**src/rtl/result_uart_reporter.sv**
```systemverilog
// rtl/result_uart_reporter.sv - end-of-test verdict reporter: sends "PASS|FAIL XXXXXXXX\r\n" over 8N1 UART
// A report starts on a test_done rising edge while idle; one continuous 15-character frame train follows.
module result_uart_reporter #(
  parameter int CLK_DIV = 434
) (
  input  logic        clk,
  input  logic        rst,
  input  logic        test_done,
  input  logic        test_pass,
  input  logic [31:0] cycle_count,
  output logic        uart_tx,
  output logic        busy,
  output logic        report_done
);

  typedef enum logic [1:0] {
    S_IDLE,
    S_START,
    S_DATA,
    S_STOP
  } state_t;

  localparam logic [15:0] LP_BAUD_LAST = 16'(CLK_DIV - 1);
  localparam logic [3:0]  LP_LAST_CHAR = 4'd14;

  state_t      r_state;
  logic        r_done_q;
  logic [15:0] r_baud;
  logic [2:0]  r_bit;
  logic [3:0]  r_char_idx;
  logic        r_pass;
  logic [31:0] r_count;

  logic        w_baud_end;
  logic [3:0]  w_nib;
  logic [7:0]  w_hex;
  logic [7:0]  w_char;

  assign w_baud_end = (r_baud == LP_BAUD_LAST);

  always_comb begin
    w_nib = 4'h0;
    case (r_char_idx)
      4'd5:    w_nib = r_count[31:28];
      4'd6:    w_nib = r_count[27:24];
      4'd7:    w_nib = r_count[23:20];
      4'd8:    w_nib = r_count[19:16];
      4'd9:    w_nib = r_count[15:12];
      4'd10:   w_nib = r_count[11:8];
      4'd11:   w_nib = r_count[7:4];
      4'd12:   w_nib = r_count[3:0];
      default: w_nib = 4'h0;
    endcase
  end

  // Uppercase hex: 'A' - 10 == 0x37
  assign w_hex = (w_nib < 4'd10) ? (8'h30 + {4'h0, w_nib}) : (8'h37 + {4'h0, w_nib});

  always_comb begin
    w_char = 8'h20;
    case (r_char_idx)
      4'd0:    w_char = r_pass ? 8'h50 : 8'h46;
      4'd1:    w_char = r_pass ? 8'h41 : 8'h41;
      4'd2:    w_char = r_pass ? 8'h53 : 8'h49;
      4'd3:    w_char = r_pass ? 8'h53 : 8'h4C;
      4'd4:    w_char = 8'h20;
      4'd13:   w_char = 8'h0D;
      4'd14:   w_char = 8'h0A;
      default: w_char = w_hex;
    endcase
  end

  always_ff @(posedge clk or posedge rst) begin
    if (rst) begin
      r_state     <= S_IDLE;
      r_done_q    <= 1'b0;
      r_baud      <= 16'd0;
      r_bit       <= 3'd0;
      r_char_idx  <= 4'd0;
      r_pass      <= 1'b0;
      r_count     <= 32'd0;
      uart_tx     <= 1'b1;
      busy        <= 1'b0;
      report_done <= 1'b0;
    end else begin
      r_done_q    <= test_done;
      report_done <= 1'b0;
      case (r_state)
        S_IDLE: begin
          uart_tx <= 1'b1;
          if (test_done && !r_done_q) begin
            r_pass     <= test_pass;
            r_count    <= cycle_count;
            busy       <= 1'b1;
            r_char_idx <= 4'd0;
            r_baud     <= 16'd0;
            uart_tx    <= 1'b0;
            r_state    <= S_START;
          end
        end
        S_START: begin
          if (w_baud_end) begin
            r_baud  <= 16'd0;
            r_bit   <= 3'd0;
            uart_tx <= w_char[0];
            r_state <= S_DATA;
          end else begin
            r_baud <= r_baud + 16'd1;
          end
        end
        S_DATA: begin
          if (w_baud_end) begin
            r_baud <= 16'd0;
            if (r_bit == 3'd7) begin
              uart_tx <= 1'b1;
              r_state <= S_STOP;
            end else begin
              r_bit   <= r_bit + 3'd1;
              uart_tx <= w_char[r_bit + 3'd1];
            end
          end else begin
            r_baud <= r_baud + 16'd1;
          end
        end
        S_STOP: begin
          if (w_baud_end) begin
            r_baud <= 16'd0;
            // Back-to-back characters: the next start bit follows the stop bit directly
            if (r_char_idx != LP_LAST_CHAR) begin
              r_char_idx <= r_char_idx + 4'd1;
              uart_tx    <= 1'b0;
              r_state    <= S_START;
            end else begin
              busy        <= 1'b0;
              report_done <= 1'b1;
              r_state     <= S_IDLE;
            end
          end else begin
            r_baud <= r_baud + 16'd1;
          end
        end
        default: r_state <= S_IDLE;
      endcase
    end
  end

endmodule

```
**config.mk**
```make
export PLATFORM = sky130hd
export DESIGN_NAME = result_uart_reporter
export DESIGN_NICKNAME = d
export VERILOG_FILES = /design/src/rtl/result_uart_reporter.sv
export SDC_FILE = /design/constraint.sdc
export NUM_CORES = 1
export LEC_CHECK = 0
export ABC_AREA = 1
export BUFFER_PORTS_ARGS = -buffer_cell sky130_fd_sc_hd__buf_2
export CORE_MARGIN = 2
export CORE_UTILIZATION = 47
export DETAILED_ROUTE_END_ITERATION = 6
export GPL_ROUTABILITY_DRIVEN = 1
export GPL_TIMING_DRIVEN = 0
export PLACE_DENSITY_LB_ADDON = 0.15
export REMOVE_ABC_BUFFERS = 1
export SLEW_MARGIN = 5
export SYNTH_ARGS = -nofsm -noshare
export SYNTH_HDL_FRONTEND = slang
export SYNTH_SLANG_ARGS = --single-unit
```
**constraint.sdc**
```tcl
create_clock -name clk -period 1.97 [get_ports clk]
set_input_delay 0.197 -clock clk [delete_from_list [all_inputs] [get_ports clk]]
set_output_delay 0.197 -clock clk [all_outputs]
set_load 0.01 [all_outputs]
```
* Word-level counts from Yosys, hierarchy flattened
Cells that the tools add are included.
** Word-level totals
- Register bits :: 62
- Input bits :: 36
- Output and inout port bits :: 3
- Word-level logic and storage cells :: 98
** Operators by class
- $add $sub $neg :: 5
- Order comparisons :: 2
- Eq/ne operators :: 28
- Muxes and demuxes :: 40
- Reductions and logical operators :: 13
** Operators with widths (count)
- $pmux 7 s7 :: 1
- $mux 16 :: 2
- $pmux 16 s2 :: 1
- $pmux 4 s8 :: 1
- $eq 4x4->1 const B :: 7
- $add 16x1->16 const B :: 1
- $eq 16x9->1 const B :: 1
- $eq 4x3->1 const B :: 4
- $ne 2x2->1 const B :: 8
- $reduce_and 4->1 :: 4
- $mux 5 :: 3
- $add 6x4->7 const A :: 2
- $mux 1 :: 14
- $mux 4 :: 3
- $mux 2 :: 5
- $mux 3 :: 3
- $eq 4x2->1 const B :: 2
- $pmux 2 s4 :: 1
- $pmux 4 s2 :: 1
- $mux 7 :: 1
- $pmux 3 s2 :: 1
- $reduce_and 5->1 :: 1
- $add 4x1->4 const B :: 1
- $eq 2x2->1 const B :: 2
- other kinds (17) :: 18

* Depth between registers and ports, before layout
Gate-level depths: netlist (run 1).
- Word-level depth :: 10
- Mapped depth :: 21

* Least setup slack after synthesis (run 1)
No wires, ideal clock.
- Kind :: flip-flop to flip-flop
- Start :: register r_char_idx[0]
- End :: register uart_tx
- Setup time :: 60 ps
- Arrival time :: 1878 ps
- Required time :: 1910 ps
- Slack :: 32 ps
- Stages on the path, launching flop included :: 22
- Period minus slack after synthesis :: 1938 ps
- Cell sequence :: dfrtp_1 inv_1 ha_1 buf_4 inv_1 nor2_2 nand2_1 nand2_1 nor2_2 nand2_4 nand2_2 nor2_1 nand2_1 nand2_1 nand3_2 nand3_2 nand3_2 nand2_1 nand2_1 nand2_1 nand2_1 nand2_1
** On the way
- Word-level cells in the longest chain between the ends :: 10
** Ends and longest elaborated chain
- from (decl) :: RTL line 30 : logic [3:0] r_char_idx;
- from (signal assigned) :: RTL line 130 : r_char_idx <= r_char_idx + 4'd1;
- $eq 4x4->1 or $eq 4x3->1 (tied branches) :: RTL line 43 : case (r_char_idx)
- $pmux 4 s8 :: RTL line 43
- $add 6x4->7 or $lt 4x4->1 (tied branches) :: RTL line 57 : assign w_hex = (w_nib < 4'd10) ? (8'h30 + {4'h0, w_nib}) : (8'h37 + {4'h0, w_nib});
- $mux 7 :: RTL line 57
- $pmux 7 s7 :: RTL line 61 : case (r_char_idx)
- $bmux 1 s3 :: RTL line 119 : uart_tx <= w_char[r_bit + 3'd1];
- $mux 1 (implied by the code) :: RTL line 119
- $mux 1 :: RTL line 114 : if (r_bit == 3'd7) begin
- $mux 1 :: RTL line 112 : if (w_baud_end) begin
- $pmux 1 s4 :: RTL line 88 : case (r_state)
- to (signal assigned) :: RTL line 105 : uart_tx <= w_char[0];
- to (signal assigned) :: RTL line 119
- to (decl) :: RTL line 11 : output logic uart_tx,
Several ways; a longest one is shown, not always the timed one. The select of a mux whose other input is x is not followed.
A chain may end at the register's enable or synchronous reset.

* Final worst setup path (run 1)
Same ends and word-level chain as after synthesis.

==> results.json, run 1 <==
{
  "slew_headroom_pct": 61.6,
  "critPathCaptureType": "flop",
  "fin_cells": 655,
  "async_reset_ff_share_pct": 100,
  "post_dp_cell_area_um2": 3900,
  "p_leak_nw": 2.34,
  "min_path_type": "input pin to flop",
  "die_h_um": 92.5,
  "drt-wirelength-per-cell_um": 14.1,
  "synth.most_common_cell": "nand2_1",
  "rows": 32,
  "synth_edf_count": 0,
  "netlist_area_um2": 3680,
  "grt_overflow": 0,
  "ios": 39,
  "crit_required_ns": 2.24,
  "critPathLaunchType": "flop",
  "netlist_instances": 488,
  "grt_pass1_wl_mm": 15.9,
  "diodes": 0,
  "wl_met2_mm": 4.32,
  "synth_top_cell_area_share_pct": 41.5,
  "grt_antenna_before_repair": 0,
  "synth_common_cells": "168 x nand2_1, 61 x dfrtp_1, 48 x inv_1",
  "vias_per_cell": 5.24,
  "syn_avg_cell_area_um2": 7.55,
  "io_buffers": 38,
  "synthTopCellsByArea": "dfrtp_1 41%, nand2_1 17%, inv_1 4.9%",
  "finalHoldViolCount": 0,
  "wl_met3_um": 304,
  "cts_tree": "yes",
  "area_growth_pct": 23.5,
  "holdWs_ns": 0.0490,
  "dpl.hpwl_mm": 5.78,
  "drive_gt1_share_pct": 26.4,
  "cts_buffers": 9,
  "layout_setup_ws_ns": -0.118,
  "report.final.setup_viol": 18,
  "via_count": 3432,
  "initial_core_util_pct": 48.2,
  "min_period_ns": 2.09,
  "dr.pass1.iters": 5,
  "dp.cells": 611,
  "grt_pass1_vias": 3264,
  "synth-seq-area-share_pct": 42.2,
  "tns_ns": -0.540,
  "dpl_worst_slack_ns": -1.18,
  "nets": 597,
  "ys_ff_latch": 62,
  "globalplace.congestion": 0.861,
  "clock_skew_ns": 0.00978,
  "ys_warn_count": 0,
  "rsz0062_at_grt": "yes",
  "drt_iter0_drc": 230,
  "critPathMaxFanout": 10,
  "drv_cap": 0,
  "yosysTopAreaCell": "dfrtp_1",
  "htree_levels": 3,
  "grt_max_degree": 37,
  "drt-total-wl_mm": 9.24,
  "slew_violations": 0,
  "ys_types": 34,
  "worstSetupPathType": "flop to flop",
  "status": "complete, but fails checks",
  "finish.instance_area_um2": 4550,
  "wl_met1_mm": 4.44,
  "tightestPinTransition_ns": 0.575,
  "cp.arrival_ns": 2.36,
  "peakVddDrop_mv": 0.312,
  "cts.clk_slew.worst_paths_ns": 0.07,
  "cts-root-buf": "clkbuf_8",
  "dieArea_um2": 8560,
  "final.fill_count": 718,
  "ctsLongestPathBuffers": 2,
  "top_layer": "met4",
  "synth_flop_cell": "dfrtp_1",
  "track_usage_pct": 23.6,
  "fp.coreArea_um2": 7650,
  "ant_nets": 0,
  "fin_crit_sh_pct": 106,
  "remaining_drc_errors": 0,
  "violations": "setup timing",
  "clk_latency_ns": 0.34,
  "cts_sinks": 62,
  "powerDensity_nw_per_um2": 554,
  "chipWidth_um": 92.5,
  "fmax_mhz": 479
}
-- registers in the layout (all words and copies together), names as in the netlist --
name and cells:
r_bit 3, r_count 32, r_pass 1, uart_tx 1, busy 1, r_done_q 1, r_baud 16, r_char_idx 4
report_done 1, r_state 2
-- worst paths after layout --
kind / startpoint / end / slack [ns] / depth (start not counted)
max: r_char_idx[0] / uart_tx / -0.12 / 16
min: cycle_count[7] / r_count[7] / 0.05 / 3
max reg2reg: r_char_idx[0] / uart_tx / -0.12 / 16
min reg2reg: uart_tx / uart_tx / 0.47 / 2
max in group asynchronous: rst / uart_tx / 0.85 / 4
min in group asynchronous: rst / r_baud[0] / 0.45 / 3
-- routing by layer --
layer,track usage (%),vias up
met5,0,-
met3,3.74,18
met2,35.5,67
met4,8.58,0
li1,-,1714
met1,34.4,1633
-- area by class of cell --
cell class                 instances  area, um^2  share of cell area (%)
clock buffer                      12         165                    3.63
clock inverter                     3        42.5                   0.935
inverter                          52         209                    4.59
multi-input combinational        358        1980                    43.5
sequential                        62        1560                    34.3
tap                              102         128                    2.81
timing repair buffer              65         459                    10.1
timing repair inverter             1        7.51                   0.165
-- report_power, final --
group | internal, mW | switching [mW]
clock network | 0.679 | 0.497
registers | 1.27 | 0.000257
logic | 0.0311 | 0.0381
-- through the flow --
stage               util, %  power [mW]
floorplan                 -        1.32
global placement       50.6        1.36
detailed placement     51.0        1.36
CTS                    57.5        2.54
global route           59.5        2.60
finish                 59.5        2.52
-- cells by family (layout without fill, tap and decap cells) --
group                      Yosys count  in the layout  share of synthesized area (%)
AOI/OAI and AO/OA                   56             56                           9.00
DFF                                 62             62                           42.2
and+or+nand+nor                    283            285                           34.6
adders and majority gates           12             12                           4.08
buffers and inverters               70            133                           8.94
xor gates and xnor gates             5              5                           1.19
-- worst max-delay path, cell delays in order, from the launching register on --
cell and delay [ns]:
dfrtp_1 0.43, buf_4 0.16, ha_4 0.20, o21ai_2 0.18, nand3_2 0.12, nor2_4 0.16
inv_2 0.08, a21oi_1 0.15, nand2_2 0.08, nand3_2 0.06, nand3_2 0.08, nand3_2 0.05
nand2_1 0.05, nand2_1 0.05, nand2_1 0.05, nand2_1 0.06, nand2_1 0.05
-- layout by cell type, fill, tap and decap left out, drive strengths merged --
cell type    count
nand3           36
buf             63
bufinv           1
nor4             2
dfrtp           61
a21oi           11
clkinv           1
clkbuf          12
a31oi            1
dfstp            1
nor3            10
o2111ai          3
nor2            43
nand4           20
a32o             2
nand2          174
clkinvlp         3
o21ai           27
inv             51
xnor2            1
dlygate4sd3      2
o22ai            7
xor2             4
ha              12
o21a             2
o31ai            3
-- timing repair --
action	in CTS	in global routing
setup endpoints to repair	41	43
pin swaps	4	11
hold buffers	2	0
gates resized for setup	21	34
setup buffers	20	4
hold endpoints to repair	27	0
gates cloned	3	0
Power figures use the tool's default switching activity.
==> inputs of run 2 (changes only) <==
--- a/config.mk
+++ b/config.mk
@@ -14,6 +14,7 @@
 export GPL_TIMING_DRIVEN = 0
 export PLACE_DENSITY_LB_ADDON = 0.15
 export REMOVE_ABC_BUFFERS = 1
+export SETUP_SLACK_MARGIN = 0.05
 export SLEW_MARGIN = 5
 export SYNTH_ARGS = -nofsm -noshare
 export SYNTH_HDL_FRONTEND = slang
==> results.json, run 2 (synthesis gave the netlist of run 1 again) <==
{
  "status": "complete, but fails checks",
  "violations": "setup timing",
  "via_count": 3484,
  "ant_nets": 0,
  "power.switching_mw": 0.534,
  "finalHoldViolCount": 0,
  "min_path_type": "input pin to flop",
  "clockPowerShare_pct": 46.6,
  "grt_antenna_before_repair": 0,
  "critPathMaxFanout": 10,
  "r2r_setup_slack_ns": -0.16,
  "path_delay_family": "simple AND/OR/NAND/NOR gates",
  "area_growth_pct": 24.7,
  "cts-root-buf": "clkbuf_8",
  "switching_share_pct": 21.2,
  "fp.coreArea_um2": 7650,
  "drt-total-wl_mm": 9.42,
  "track_usage_pct": 23.6,
  "met2_usage_pct": 35.8,
  "grt_pass1_wl_mm": 15.9,
  "chipWidth_um": 92.5,
  "busiest_layer": "met2",
  "drv_cap": 0,
  "top_regs": "r_count: 32 flops, r_baud: 16 flops, r_char_idx: 4 flops",
  "critPathMostFrequentCell": "nand2_1",
  "dp.cells": 611,
  "initial_core_util_pct": 48.2,
  "grt_use_met1_pct": 34.3,
  "slew_headroom_pct": 61.0,
  "powerDensity_nw_per_um2": 548,
  "min-delay-start": "cycle_count[7]",
  "r2r_cells": 16,
  "grt_max_degree": 37,
  "dpl.hpwl_mm": 5.78,
  "diodes": 0,
  "grt_pass1_vias": 3268,
  "p_int_mw": 1.98,
  "layout_setup_ws_ns": -0.155,
  "critPathCaptureType": "flop",
  "worstSetupPathType": "flop to flop",
  "final_cell_mix": "160 x nand2_1, 58 x dfrtp_1, 38 x buf_2, 36 x inv_1, 26 x nand3_1",
  "finalPower_mw": 2.52,
  "fmax_mhz": 471,
  "remaining_drc_errors": 0,
  "cts_buffers": 9,
  "die_h_um": 92.5,
  "fin_cells": 657,
  "cp_num_buf_inv": 1,
  "io_buffers": 38,
  "report.final.setup_viol": 1,
  "fin_crit_sh_pct": 108,
  "min_period_ns": 2.13,
  "drt_iter0_drc": 214,
  "drive_gt1_share_pct": 27.9,
  "rows": 32,
  "timing.rr.end": "uart_tx",
  "cts_sinks": 62,
  "crit_chain": "buf_4 -> ha_4 -> nand4_1 -> nand2_1 -> nor2_2 -> nand2_2 -> o21ai_2 -> o21ai_1 -> nand3_1 -> nand2_1 -> a21oi_1 -> nand2_1 -> nand2_1 -> nand2_1 -> nand2_1 -> nand2_1",
  "vias_per_cell": 5.30,
  "largest_register_ffs": 32,
  "layout.cells.most_common": "nand2_1",
  "crit_path_max_incr_delay_ns": 0.43,
  "regMostFlops": "r_count",
  "slew_violations": 0,
  "globalplace.congestion": 0.861,
  "cts.clk_slew.worst_paths_ns": 0.07,
  "critPathLaunchType": "flop",
  "nets": 599,
  "dieArea_um2": 8560,
  "clk_latency_ns": 0.34,
  "cp.arrival_ns": 2.40,
  "grt_overflow": 0,
  "crit_required_ns": 2.24,
  "whs_path_depth": 3,
  "cts_tree": "yes",
  "reg2reg_from": "r_char_idx[0]",
  "tightestPinTransition_ns": 0.584,
  "p_comb_share_pct": 2.7,
  "p_leak_nw": 2.35,
  "use_met3_pct": 3.50,
  "sequentialPowerShare_pct": 50.6,
  "ctsLongestPathBuffers": 2,
  "crit_slowest_cell": "dfrtp_1",
  "holdWs_ns": 0.0495,
  "dr.pass1.iters": 5,
  "hold_end": "r_count[7]",
  "drt-wirelength-per-cell_um": 14.3,
  "rsz0062_at_grt": "yes",
  "ios": 39,
  "htree_levels": 3,
  "clock_skew_ns": 0.0101,
  "peakVddDrop_mv": 0.313
}
[run 2: changes by cell type in the layout (fill, tap and decap cells not counted), moves of 2 or more]
cell     change
buf_4        +2
inv_1        -4
inv_2        +3
nand2_2      +2
nor2_1       -2
o21ai_0      -2
o21ai_1      +2
[run 2: tightest hold or removal path: cells and delay by family]
kind	cells	cell delay, ns
AND/OR/NAND/NOR	2	0.09
buffers and inverters	1	0.07
[run 2: metrics by stage]
stage	setup slack (ns)	TNS [ns]	instance area (um^2)	utilization, %
floorplan	-1.43	-39.39	3550	-
global placement	-2.76	-120.16	3870	50.6
detailed placement	-1.18	-27.25	3900	51.0
CTS	-0.0788	-0.713	4370	57.1
global route	-0.298	-0.298	4590	60.0
finish	-0.155	-0.155	4590	60.0
[run 2: cell type report]
type / instances / area [um^2]
multi-input combinational: 358 / 2000
clock inverter: 3 / 42.5
tap: 102 / 128
fill: 712 / 3060
timing repair inverter: 1 / 7.51
inverter: 52 / 213
sequential: 62 / 1560
timing repair buffer: 67 / 474
clock buffer: 12 / 165
[run 2: how the worst max path moves through the flow]
stage                  start            end  cells past startpoint
6_report       r_char_idx[0]        uart_tx                     16
5_1_grt        r_char_idx[0]        uart_tx                     17
4_1_cts        r_char_idx[1]        uart_tx                     19
3_5_place_dp      r_state[0]  r_char_idx[1]                     10
3_3_place_gp      r_state[0]  r_char_idx[1]                     10
2_1_floorplan     r_state[0]  r_char_idx[0]                     10
[run 2: metal layers]
layer | part of all wire [%] | vias up
li1 | - | 1726
met1 | 47 | 1661
met2 | 47 | 80
met3 | 4.0 | 17
met4 | 1.7 | 0
met5 | 0 | -
[run 2: power groups by stage]
| stage | Clock [mW] | Combinational (mW) | Sequential [mW] |
|---|---|---|---|
| after floorplan | 0 | 0.0196 | 1.30 |
| after global placement | 0 | 0.0594 | 1.30 |
| after detailed placement | 0 | 0.0663 | 1.30 |
| after CTS | 1.19 | 0.0717 | 1.27 |
| after global routing | 1.25 | 0.0807 | 1.27 |
| final | 1.17 | 0.0692 | 1.27 |
[run 2: repair_timing]
action / 4_1_cts / 5_1_grt
gates cloned: 3 / 0
pin swaps: 4 / 5
resized for setup: 21 / 45
endpoints found under the setup margin: 50 / 51
buffers inserted: 18 / 8
hold endpoints to repair: 27 / 0
hold buffers: 2 / 0
==> inputs of run 3 (changes only) <==
--- a/config.mk
+++ b/config.mk
@@ -7,8 +7,10 @@
 export LEC_CHECK = 0
 export ABC_AREA = 1
 export BUFFER_PORTS_ARGS = -buffer_cell sky130_fd_sc_hd__buf_2
+export CORE_ASPECT_RATIO = 1.25
 export CORE_MARGIN = 2
 export CORE_UTILIZATION = 47
+export CTS_BUF_LIST = sky130_fd_sc_hd__clkbuf_8
 export DETAILED_ROUTE_END_ITERATION = 6
 export GPL_ROUTABILITY_DRIVEN = 1
 export GPL_TIMING_DRIVEN = 0
==> results.json, run 3 (synthesis gave the netlist of run 1 again) <==
{
  "violations": "setup timing",
  "nets": 600,
  "drt-total-wl_mm": 9.18,
  "rsz0062_at_grt": "yes",
  "tns_ns": -0.0768,
  "min_path_type": "input pin to flop",
  "drv_cap": 0,
  "htree_levels": 3,
  "clock_skew_ns": 0.0104,
  "regMostFlops": "r_count",
  "top_regs": "r_count: 32 flops, r_baud: 16 flops, r_char_idx: 4 flops",
  "clk_latency_ns": 0.36,
  "grt_antenna_before_repair": 0,
  "via_count": 3385,
  "powerDensity_nw_per_um2": 574,
  "min_period_ns": 2.05,
  "cp.arrival_ns": 2.35,
  "cts-root-buf": "clkbuf_8",
  "grt_pass1_vias": 3244,
  "cts_tree": "yes",
  "grt_overflow": 0,
  "layout.cells.most_common": "nand2_1",
  "ant_nets": 0,
  "diodes": 0,
  "crit_required_ns": 2.27,
  "io_buffers": 38,
  "drive_gt1_share_pct": 26.8,
  "rows": 36,
  "vias_per_cell": 5.20,
  "dr.pass1.iters": 4,
  "grt_pass1_wl_mm": 15.2,
  "cts_buffers": 9,
  "remaining_drc_errors": 0,
  "p_leak_nw": 2.35,
  "critPathCaptureType": "flop",
  "fin_crit_sh_pct": 104,
  "die_h_um": 103,
  "report.final.setup_viol": 1,
  "globalplace.congestion": 0.844,
  "track_usage_pct": 22.7,
  "grt_max_degree": 35,
  "dp.cells": 604,
  "slew_violations": 0,
  "area_growth_pct": 23.9,
  "dieArea_um2": 8560,
  "ios": 39,
  "worstSetupPathType": "flop to flop",
  "finalHoldViolCount": 0,
  "initial_core_util_pct": 47.8,
  "holdWs_ns": 0.0337,
  "chipWidth_um": 83.2,
  "layout_setup_ws_ns": -0.0768,
  "largest_register_ffs": 32,
  "drt_iter0_drc": 168,
  "final_cell_mix": "164 x nand2_1, 59 x dfrtp_1, 38 x buf_2, 37 x inv_1, 26 x nand3_1",
  "cts_sinks": 62,
  "peakVddDrop_mv": 0.448,
  "fin_cells": 651,
  "finalPower_mw": 2.62,
  "critPathMaxFanout": 12,
  "slew_headroom_pct": 58.5,
  "fmax_mhz": 489,
  "status": "complete, but fails checks",
  "dpl.hpwl_mm": 5.92,
  "cts.clk_slew.worst_paths_ns": 0.07,
  "fp.coreArea_um2": 7700,
  "critPathLaunchType": "flop",
  "drt-wirelength-per-cell_um": 14.1,
  "tightestPinTransition_ns": 0.622,
  "ctsLongestPathBuffers": 2
}
-- run 3: changes by cell type in the layout (fill, tap and decap cells not counted), moves of 2 or more --
cell | before | now
buf_4 | 20 | 23
nand2_2 | 12 | 7
nand2_1 | 160 | 164
inv_4 | 4 | 2
-- run 3: where the power goes --
part / total (mW) / internal [mW] / switching [mW] / leakage [nW]
Sequential: 1.27 / 1.27 / 0.000260 / 0.746
Combinational: 0.0703 / 0.0311 / 0.0392 / 1.49
Clock: 1.27 / 0.770 / 0.503 / 0.115
Total: 2.62 / 2.07 / 0.543 / 2.35
-- run 3: final timing paths --
kind,from,end,slack (ns),cells after the start
setup / recovery,r_char_idx[1],uart_tx,-0.08,17
hold / removal,cycle_count[23],r_count[23],0.03,3
setup reg to reg,r_char_idx[1],uart_tx,-0.08,17
hold reg to reg,r_count[25],r_count[25],0.48,2
max in group asynchronous,rst,uart_tx,0.81,4
min in group asynchronous,rst,r_count[11],0.50,3
-- run 3: layout make-up --
class	instances	area [um^2]
Fill cell	707	3140
Multi-Input combinational cell	358	1980
Sequential cell	62	1560
Timing Repair Buffer	68	465
Inverter	52	208
Clock buffer	11	151
Tap cell	95	119
Clock inverter	4	70.1
Timing Repair inverter	1	7.51
-- run 3: repair_timing --
item / CTS / global route
endpoints found under the setup margin: 50 / 35
resized for setup: 26 / 28
cloned: 3 / 0
pin swaps: 17 / 18
hold endpoints to repair: 29 / 0
setup buffers: 18 / 9
hold buffers: 2 / 0
-- run 3: per-stage QoR --
stage / util [%] / instance area, um^2 / worst slack (ns)
finish: 59.2 / 4560 / -0.0768
global route: 59.2 / 4560 / -0.291
CTS: 57.1 / 4400 / -0.0448
detailed placement: 50.5 / 3890 / -1.12
global placement: 50.1 / 3860 / -2.80
floorplan: - / 3550 / -1.43
-- run 3: metal layers --
metal,wire [um],track usage [%],up-vias
li1,-,-,1711
met1,3980,26.4,1587
met2,4710,40.0,72
met3,285,5.44,15
met4,198,10.8,0
met5,0,0,-
-- run 3: worst max-delay path, cell delays in order (launching register included) --
cell     delay, ns
dfrtp_1       0.41
buf_4         0.15
ha_4          0.21
nand4_1       0.10
nand2_1       0.08
nor2_1        0.12
nand2_2       0.11
o21ai_2       0.18
nand2_1       0.08
nand3_2       0.08
nand3_2       0.07
nand3_2       0.09
nand3_2       0.05
nand2_1       0.06
nand2_1       0.04
nand2_1       0.06
nand2_1       0.05
nand2_1       0.05
